### config.mk
export PLATFORM = sky130hd
export DESIGN_NAME = usart_tx_buffered
export DESIGN_NICKNAME = d
export VERILOG_FILES = /design/src/rtl/usart_tx_buffered.sv
export SDC_FILE = /design/constraint.sdc
export NUM_CORES = 1
export LEC_CHECK = 0
export ABC_CLOCK_PERIOD_IN_PS = 8500
export BUFFER_PORTS_ARGS = -buffer_cell sky130_fd_sc_hd__buf_2
export CAP_MARGIN = 20
export CORE_UTILIZATION = 55
export DETAILED_ROUTE_END_ITERATION = 10
export PLACE_DENSITY = 0.78
export SLEW_MARGIN = 15
export SYNTH_ARGS = -nofsm -noshare
export SYNTH_HDL_FRONTEND = slang
export SYNTH_SLANG_ARGS = --single-unit
### constraint.sdc
create_clock -name comm_clock -period 8.5 [get_ports comm_clock]
set_input_delay 0.85 -clock comm_clock [delete_from_list [all_inputs] [get_ports comm_clock]]
set_output_delay 0.85 -clock comm_clock [all_outputs]
set_load 0.1 [all_outputs]
### src/rtl/usart_tx_buffered.sv
// usart_tx_buffered: FIFO-buffered 8N1 serial transmitter with a per-frame latched bit period.
module usart_tx_buffered #(
  parameter int FIFO_DEPTH     = 4,
  parameter int FIFO_ADDR_BITS = 2
) (
  input  logic                    comm_clock,
  input  logic                    reset_n,
  input  logic [11:0]             clocks_per_bit,
  input  logic [7:0]              data_in,
  input  logic                    data_valid,
  output logic                    data_ready,
  output logic                    tx_pin,
  output logic                    busy,
  output logic [FIFO_ADDR_BITS:0] fifo_count
);
  typedef enum logic [1:0] {S_IDLE, S_START, S_DATA, S_STOP} state_t;
  localparam logic [FIFO_ADDR_BITS:0] LP_FULL = (FIFO_ADDR_BITS+1)'(FIFO_DEPTH);
  logic [7:0]                r_mem [FIFO_DEPTH];
  logic [FIFO_ADDR_BITS-1:0] r_wr, r_rd;
  logic [FIFO_ADDR_BITS:0]   r_count;
  state_t                    r_state;
  logic [11:0]               r_timer, r_n;
  logic [7:0]                r_shift;
  logic [2:0]                r_idx;
  logic                      r_tx, r_busy;
  logic                      w_push, w_pop, w_tdone;
  logic [11:0]               w_cpb;
  assign data_ready = r_count != LP_FULL;
  assign fifo_count = r_count;
  assign tx_pin     = r_tx;
  assign busy       = r_busy;
  assign w_push     = data_valid && data_ready;
  assign w_tdone    = r_timer == 12'd0;
  assign w_pop      = (r_state == S_IDLE || (r_state == S_STOP && w_tdone)) && r_count != '0;
  assign w_cpb      = clocks_per_bit < 12'd2 ? 12'd2 : clocks_per_bit;
  always_ff @(posedge comm_clock)
    if (reset_n && w_push) r_mem[r_wr] <= data_in;
  always_ff @(posedge comm_clock) begin
    if (!reset_n) begin
      r_state <= S_IDLE;
      r_tx    <= 1'b1;
      r_busy  <= 1'b0;
      r_wr    <= '0;
      r_rd    <= '0;
      r_count <= '0;
      r_timer <= '0;
      r_idx   <= '0;
      r_n     <= 12'd2;
      r_shift <= '0;
    end else begin
      if (w_push) r_wr <= r_wr + 1'b1;
      if (w_pop) r_rd <= r_rd + 1'b1;
      r_count <= (w_push && !w_pop) ? r_count + 1'b1 : (w_pop && !w_push) ? r_count - 1'b1 : r_count;
      // A pop always starts a fresh frame, whether from IDLE or straight out of STOP
      if (w_pop) begin
        r_state <= S_START;
        r_tx    <= 1'b0;
        r_busy  <= 1'b1;
        r_shift <= r_mem[r_rd];
        r_n     <= w_cpb;
        r_timer <= w_cpb - 12'd1;
      end else begin
        case (r_state)
          S_IDLE: begin
            r_tx   <= 1'b1;
            r_busy <= 1'b0;
          end
          S_START:
            if (w_tdone) begin
              r_state <= S_DATA;
              r_tx    <= r_shift[0];
              r_idx   <= '0;
              r_timer <= r_n - 12'd1;
            end else r_timer <= r_timer - 12'd1;
          S_DATA:
            if (w_tdone) begin
              r_timer <= r_n - 12'd1;
              if (r_idx == 3'd7) begin
                r_state <= S_STOP;
                r_tx    <= 1'b1;
              end else begin
                r_shift <= r_shift >> 1;
                r_tx    <= r_shift[1];
                r_idx   <= r_idx + 3'd1;
              end
            end else r_timer <= r_timer - 12'd1;
          S_STOP:
            if (w_tdone) begin
              r_state <= S_IDLE;
              r_tx    <= 1'b1;
              r_busy  <= 1'b0;
            end else r_timer <= r_timer - 12'd1;
        endcase
      end
    end
  end
endmodule

== After elaboration in Yosys (flattened, before gate mapping) ==
Memories as Yosys holds them, arrays and structs flattened. A register that Yosys moved wholly into a read port is not among the register bits.
Cells that the tools add are included.

* Memories: 1
* Output and inout bits: 6
* Bits in latches: 0
* Bits in registers: 46
* Input bits: 23
* Memory bits (writable): 32
* Logic and storage cells: 102
* Memory bits (read-only): 0

{| class="wikitable"
|+ Memory list
! memory !! depth !! width !! rd ports !! clocked after Yosys merged registers in !! write ports !! RTL line !! RTL
|-
| r_mem || 4 || 8 || 1 || 1 || 1 || 18 || <nowiki>logic [7:0] r_mem [FIFO_DEPTH];</nowiki>
|}

* Multiply operators: 0
* Divide/modulo/power cells: 0
* Shift-type cells: 0
* Multiplexer cells: 34
* Add/subtract/negate cells: 8
* Equality and inequality tests: 16
* Bitwise gates (word level): 2
* Magnitude comparators: 1
* Reductions and logical operators: 29

{| class="wikitable"
|+ Operators with widths
! kind !! count
|-
| 2-to-1 mux 12 bit || 4
|-
| subtractor 12 x 1 -> 12 bit (second input constant) || 3
|-
| 2-to-1 mux 8 bit || 4
|-
| one-hot mux 12 bit (2 select lines) || 1
|-
| != test 3 bit (second input constant) || 6
|-
| 2-to-1 mux 3 bit || 5
|-
| AND reduction 5 bit || 3
|-
| logical NOT 12 bit || 1
|-
| less-than comparator 12 x 2 -> 1 bit (second input constant) || 1
|-
| 2-to-1 mux 2 bit || 6
|-
| != test 2 bit (second input constant) || 6
|-
| nonzero test 3 bit || 4
|-
| 2-to-1 mux 1 bit || 10
|-
| nonzero test 2 bit || 4
|-
| adder 3 x 1 -> 3 bit (second input constant) || 2
|-
| logical AND 1 bit || 6
|-
| one-hot mux 2 bit (3 select lines) || 1
|-
| one-hot mux 3 bit (2 select lines) || 1
|-
| AND reduction 3 bit || 2
|-
| adder 2 x 1 -> 2 bit (second input constant) || 2
|-
| equality test 2 bit (second input constant) || 2
|-
| one-hot mux 1 bit (4 select lines) || 1
|-
| AND reduction 2 bit || 2
|-
| nonzero test 4 bit || 1
|-
| other kinds (9) || 12
|}

== Longest topological paths before layout ==
* Depth after elaboration: 7
* Mapped depth: 14
* Depth with buffers taken out: 12

== Least setup slack after synthesis ==
Ideal clock, no wire load.

* Kind: register to register
* Start point: register r_count[0], in the netlist fifo_count[0]
* End point: register r_count[2], in the netlist fifo_count[2]
* Clock period less this slack: 3.562 ns
* Setup time: 0.071 ns
* Stages on the path, launching flop included: 11
* Required time: 8.429 ns
* Setup slack: 4.938 ns
* Path buffers: 1
* Data arrival time: 3.491 ns
* Path through: dfxtp_1 nor2_1 nand2_1 and2_1 clkbuf_1 ha_1 inv_1 fa_1 xor2_1 or3_1 a21oi_1

* Word-level cells in the longest chain between the ends: 5
* Elaborated cells on any way between the ends: 13
* Those cells by class: add/sub: 2; eq/ne: 1; mux: 2; reduce/logical: 8

{| class="wikitable"
|+ Ends and longest elaborated chain
! element !! RTL line !! RTL
|-
| start, declared || 20 || <nowiki>logic [FIFO_ADDR_BITS:0] r_count;</nowiki>
|-
| start signal, assigned || 53 || <nowiki>r_count <= (w_push && !w_pop) ? r_count + 1'b1 : (w_pop && !w_push) ? r_count - 1'b1 : r_count;</nowiki>
|-
| != test 3 bit * || 28 || <nowiki>assign data_ready = r_count != LP_FULL;</nowiki>
|-
| named net data_ready || 11 || <nowiki>output logic data_ready,</nowiki>
|-
| logical AND 1 bit * || 32 || <nowiki>assign w_push = data_valid && data_ready;</nowiki>
|-
| named net w_push || 26 || <nowiki>logic w_push, w_pop, w_tdone;</nowiki>
|-
| logical NOT 1 bit || 53 ||
|-
| logical AND 1 bit || 53 ||
|-
| nonzero test 2 bit (no source line) || -- ||
|}

Mark *: on every way through the listed nets, which the timed path passes. The rest lies on a longest branch. The select of a mux whose other input is x is not followed.
A chain may end at the register's enable or synchronous reset.

== Worst setup path in the final report ==
* Start point: register r_timer[2]
* End point: register r_count[2], in the netlist fifo_count[2]

* Word-level cells in the longest chain between the ends: 7
* Elaborated cells on any way between the ends: 9
* Those cells by class: mux: 1; reduce/logical: 8

{| class="wikitable"
|+ Ends and longest elaborated chain
! element !! RTL line !! RTL
|-
| start, declared || 22 || <nowiki>logic [11:0] r_timer, r_n;</nowiki>
|-
| start signal, assigned || 61 || <nowiki>r_timer <= w_cpb - 12'd1;</nowiki>
|-
| start signal, assigned || 73 || <nowiki>r_timer <= r_n - 12'd1;</nowiki>
|-
| start signal, assigned || 74 || <nowiki>end else r_timer <= r_timer - 12'd1;</nowiki>
|-
| logical NOT 12 bit * || 33 || <nowiki>assign w_tdone = r_timer == 12'd0;</nowiki>
|-
| logical AND 1 bit * || 34 || <nowiki>assign w_pop = (r_state == S_IDLE || (r_state == S_STOP && w_tdone)) && r_count != '0;</nowiki>
|-
| logical OR 1 bit * || 34 ||
|-
| logical AND 1 bit * || 34 ||
|-
| logical NOT 1 bit || 53 ||
|-
| logical AND 1 bit || 53 ||
|-
| 2-to-1 mux 3 bit or nonzero test 2 bit (tied branches) || -- ||
|}

Mark *: on every way between the ends. The rest lies on a longest branch, timed or not.

==> summary.md <==
| Metric | Value |
|---|---|
| Syn Inst Count | `426` |
| Drt pass-1 iters | `5` |
| Pwr/cell area | `between 300 and 400 nW/µm²` |
| CTS Hold Bufs | `0` |
| Synth area leader | `dfxtp_1` |
| First-pass GRT wire length | `15700 µm` |
| Non-Filler Instances | `546` |
| Antenna Cells | `0` |
| Total CTS buffers | `9` |
| Area Overhead vs Synth | `9.25%` |
| IO Pins | `29` |
| RSZ-0062 raised after global routing | `false` |
| Die Y | `90.2 µm` |
| FILL cells | `roughly 600` |
| Most frequent cells in the layout | `48 x dfxtp_1, 42 x nand2_1, 40 x nor2_1` |
| Max clock buf depth | `2` |
| Rows | `31` |
| Syn avg cell area | `about 10 µm²` |
| Vias in the first global route | `3217` |
| Layout cells sized above 1 | `0.168` |
| Setup crit start | `r_timer[2]` |
| LEAKAGE | `around 1.8 nW` |
| Detail Route Antenna Nets | `0` |
| Primary FF master, synth | `dfxtp_1` |
| Grt ovf | `0` |
| Fin nets | `a little under 500` |
| Status | `completed` |
| Final TNS setup | `0 ns` |
| Final setup fails | `0` |
| Final Skew | `between 0.01 and 0.015 ns` |
| WL per Instance | `17.1 µm` |
| Setup CP Type | `reg -> reg` |
| Largest cells by area after synthesis | `dfxtp_1 22%, edfxtp_1 22%, ha_1 4.7%` |
| Synth top area share | `0.225` |
| Period utilization | `0.387` |
| Worst-path clk slew | `~0.1 ns` |
| Synthesized flop and latch total | `80` |
| Post_cts resized | `0` |
| Slew Limit Headroom | `0.408` |
| Yosys warnings | `0` |
| Worst hold path startpoint | `r_idx[2]` |
| Setup crit start kind | `flop` |
| Cell variety after synth | `63` |
| H-tree lvl count | `3` |
| Worst slew pin tran | `just under 0.9 ns` |
| Post-synth EDFFs | `32` |
| DRC viols | `0` |
| CTS tree | `built` |
| Postcts setup bufs | `0` |
| Max frequency | `0.304 GHz` |
| Largest net degree at the start of global routing | `45` |
| Crit path required time | `8.79 ns` |
| Sequential fraction of the synthesis area | `0.449` |
| CTS root buf | `clkbuf_8` |
| Gr usage total | `0.242` |
| Reg2reg start | `r_timer[2]` |
| Gpl congestion | `slightly above 0.9` |
| Most common cell after layout, fill and taps aside | `dfxtp_1` |
| Peak VDD IR | `about 220 µV` |
| DIE AREA | `about 8000 µm²` |
| Number of port buffers | `28` |
| HPWL Detailed | `6500 µm` |
| Critical path endpoint category | `flop` |
| Cells after DPL | `530` |
| Routed vias/inst | `6.11` |
| Syn Std Cell Area | `4280 µm²` |
| Final hold viol count | `0` |
| Post-synthesis async set-or-reset flop share | `0` |
| Min Clock Period, post-route | `3.29 ns` |
| Syn Nets | `466` |
| Core Box Area | `7370 µm²` |
| Initial antenna violation count | `0` |
| Data arrival, critical path | `3.57 ns` |
| Max-cap violations | `0` |
| Initial Utilization | `0.580` |
| Routed wire length | `9330 µm` |
| Via count | `around 3300` |
| Skew-Pair Late Insertion Delay | `0.35 ns` |
| Max FO, Critical Path | `44` |
| Chip Width | `90.2 µm` |
| Detailed Route Iter0 Violations | `just under 300` |
| Hold Crit Class | `reg -> reg` |
| Clock sink count | `80` |
| Max Slew Vio Count | `0` |
## where the power goes
group | leakage, nW | switching, mW | internal (mW) | total (mW)
Combinational | 0.952 | 0.513 | 0.306 | 0.820
Sequential | 0.686 | 0.0915 | 0.489 | 0.581
Clock | 0.117 | 0.156 | 0.171 | 0.327
Total | 1.75 | 0.761 | 0.966 | 1.73
## registers in the layout (all words and copies together), names as in the netlist, named ones only
signal,count
r_shift,8
r_rd,2
fifo_count,3
r_mem,32
r_idx,3
r_n,12
busy,1
r_timer,12
tx_pin,1
r_state,2
r_wr,2
## metrics by stage
step | utilization | instance area (µm²) | total power [mW] | hold WS, ns | setup WS, ns
after CTS | 0.633 | 4670 | 1.72 | 0.479 | 5.26
final | 0.634 | 4670 | 1.73 | 0.477 | 5.21
after global placement | 0.602 | 4440 | 1.36 | 0.449 | 5.13
after global routing | 0.634 | 4670 | 1.84 | 0.494 | 5.02
after floorplan | - | 4280 | 1.24 | 0.442 | 4.94
after detailed placement | 0.602 | 4440 | 1.39 | 0.461 | 5.07
## synth_stat cells (4+ instances only)
cell,count
a211oi_1,12
edfxtp_1,32
o211ai_1,8
nor4_1,7
mux2i_1,14
a21oi_1,21
or4_1,4
or3_1,9
a31oi_1,4
xnor2_1,12
ha_1,16
nand3_1,11
or2_2,4
nor3_1,6
nand3b_1,4
nand2_1,42
dfxtp_1,48
nor2_1,40
and3_1,6
clkbuf_1,16
inv_1,13
a311oi_1,4
mux4_2,8
xor2_1,5
o21ai_0,19
## worst max-delay path, stage by stage (launching register included)
cell and delay [ns]:
dfxtp_1 0.38, or4_4 0.63, nor4_4 0.58, o21a_1 0.21, inv_2 0.28, ha_1 0.34, inv_1 0.08, fa_1 0.18
xor2_1 0.08, or3_1 0.32, a21oi_1 0.14
## final timing paths
check | end | slack, ns | cells after the start
worst max register to register | fifo_count[2] | 5.21 | 10
worst min register to register | r_idx[2] | 0.48 | 2
worst max-delay path | fifo_count[2] | 5.21 | 10
worst min-delay path | r_idx[2] | 0.48 | 2
## routing by layer
metal	share of wire	GRT usage	vias up
met3	0.062	0.0533	12
met5	0	0	-
met4	0.014	0.0793	0
met2	0.47	0.377	106
li1	-	-	1616
met1	0.46	0.335	1600
## cells by family after synthesis
group,share of synthesized area
flip-flops,0.449
AND/OR/NAND/NOR,0.195
XOR/XNOR,0.0348
AO/OA/AOI/OAI,0.145
multiplexers,0.0837
buffers and inverters,0.0404
adder cells (fa/ha/maj),0.0515
## layout make-up
class | count | area [µm²] | area share
clock inverters | 7 | 106 | 0.0228
multi-input cells | 307 | 2190 | 0.468
clock buffers | 9 | 124 | 0.0265
well taps | 99 | 124 | 0.0265
inverters | 14 | 52.6 | 0.0112
repair buffers | 30 | 155 | 0.0332
flip-flops and latches | 80 | 1920 | 0.411
Power figures use the tool's default switching activity.
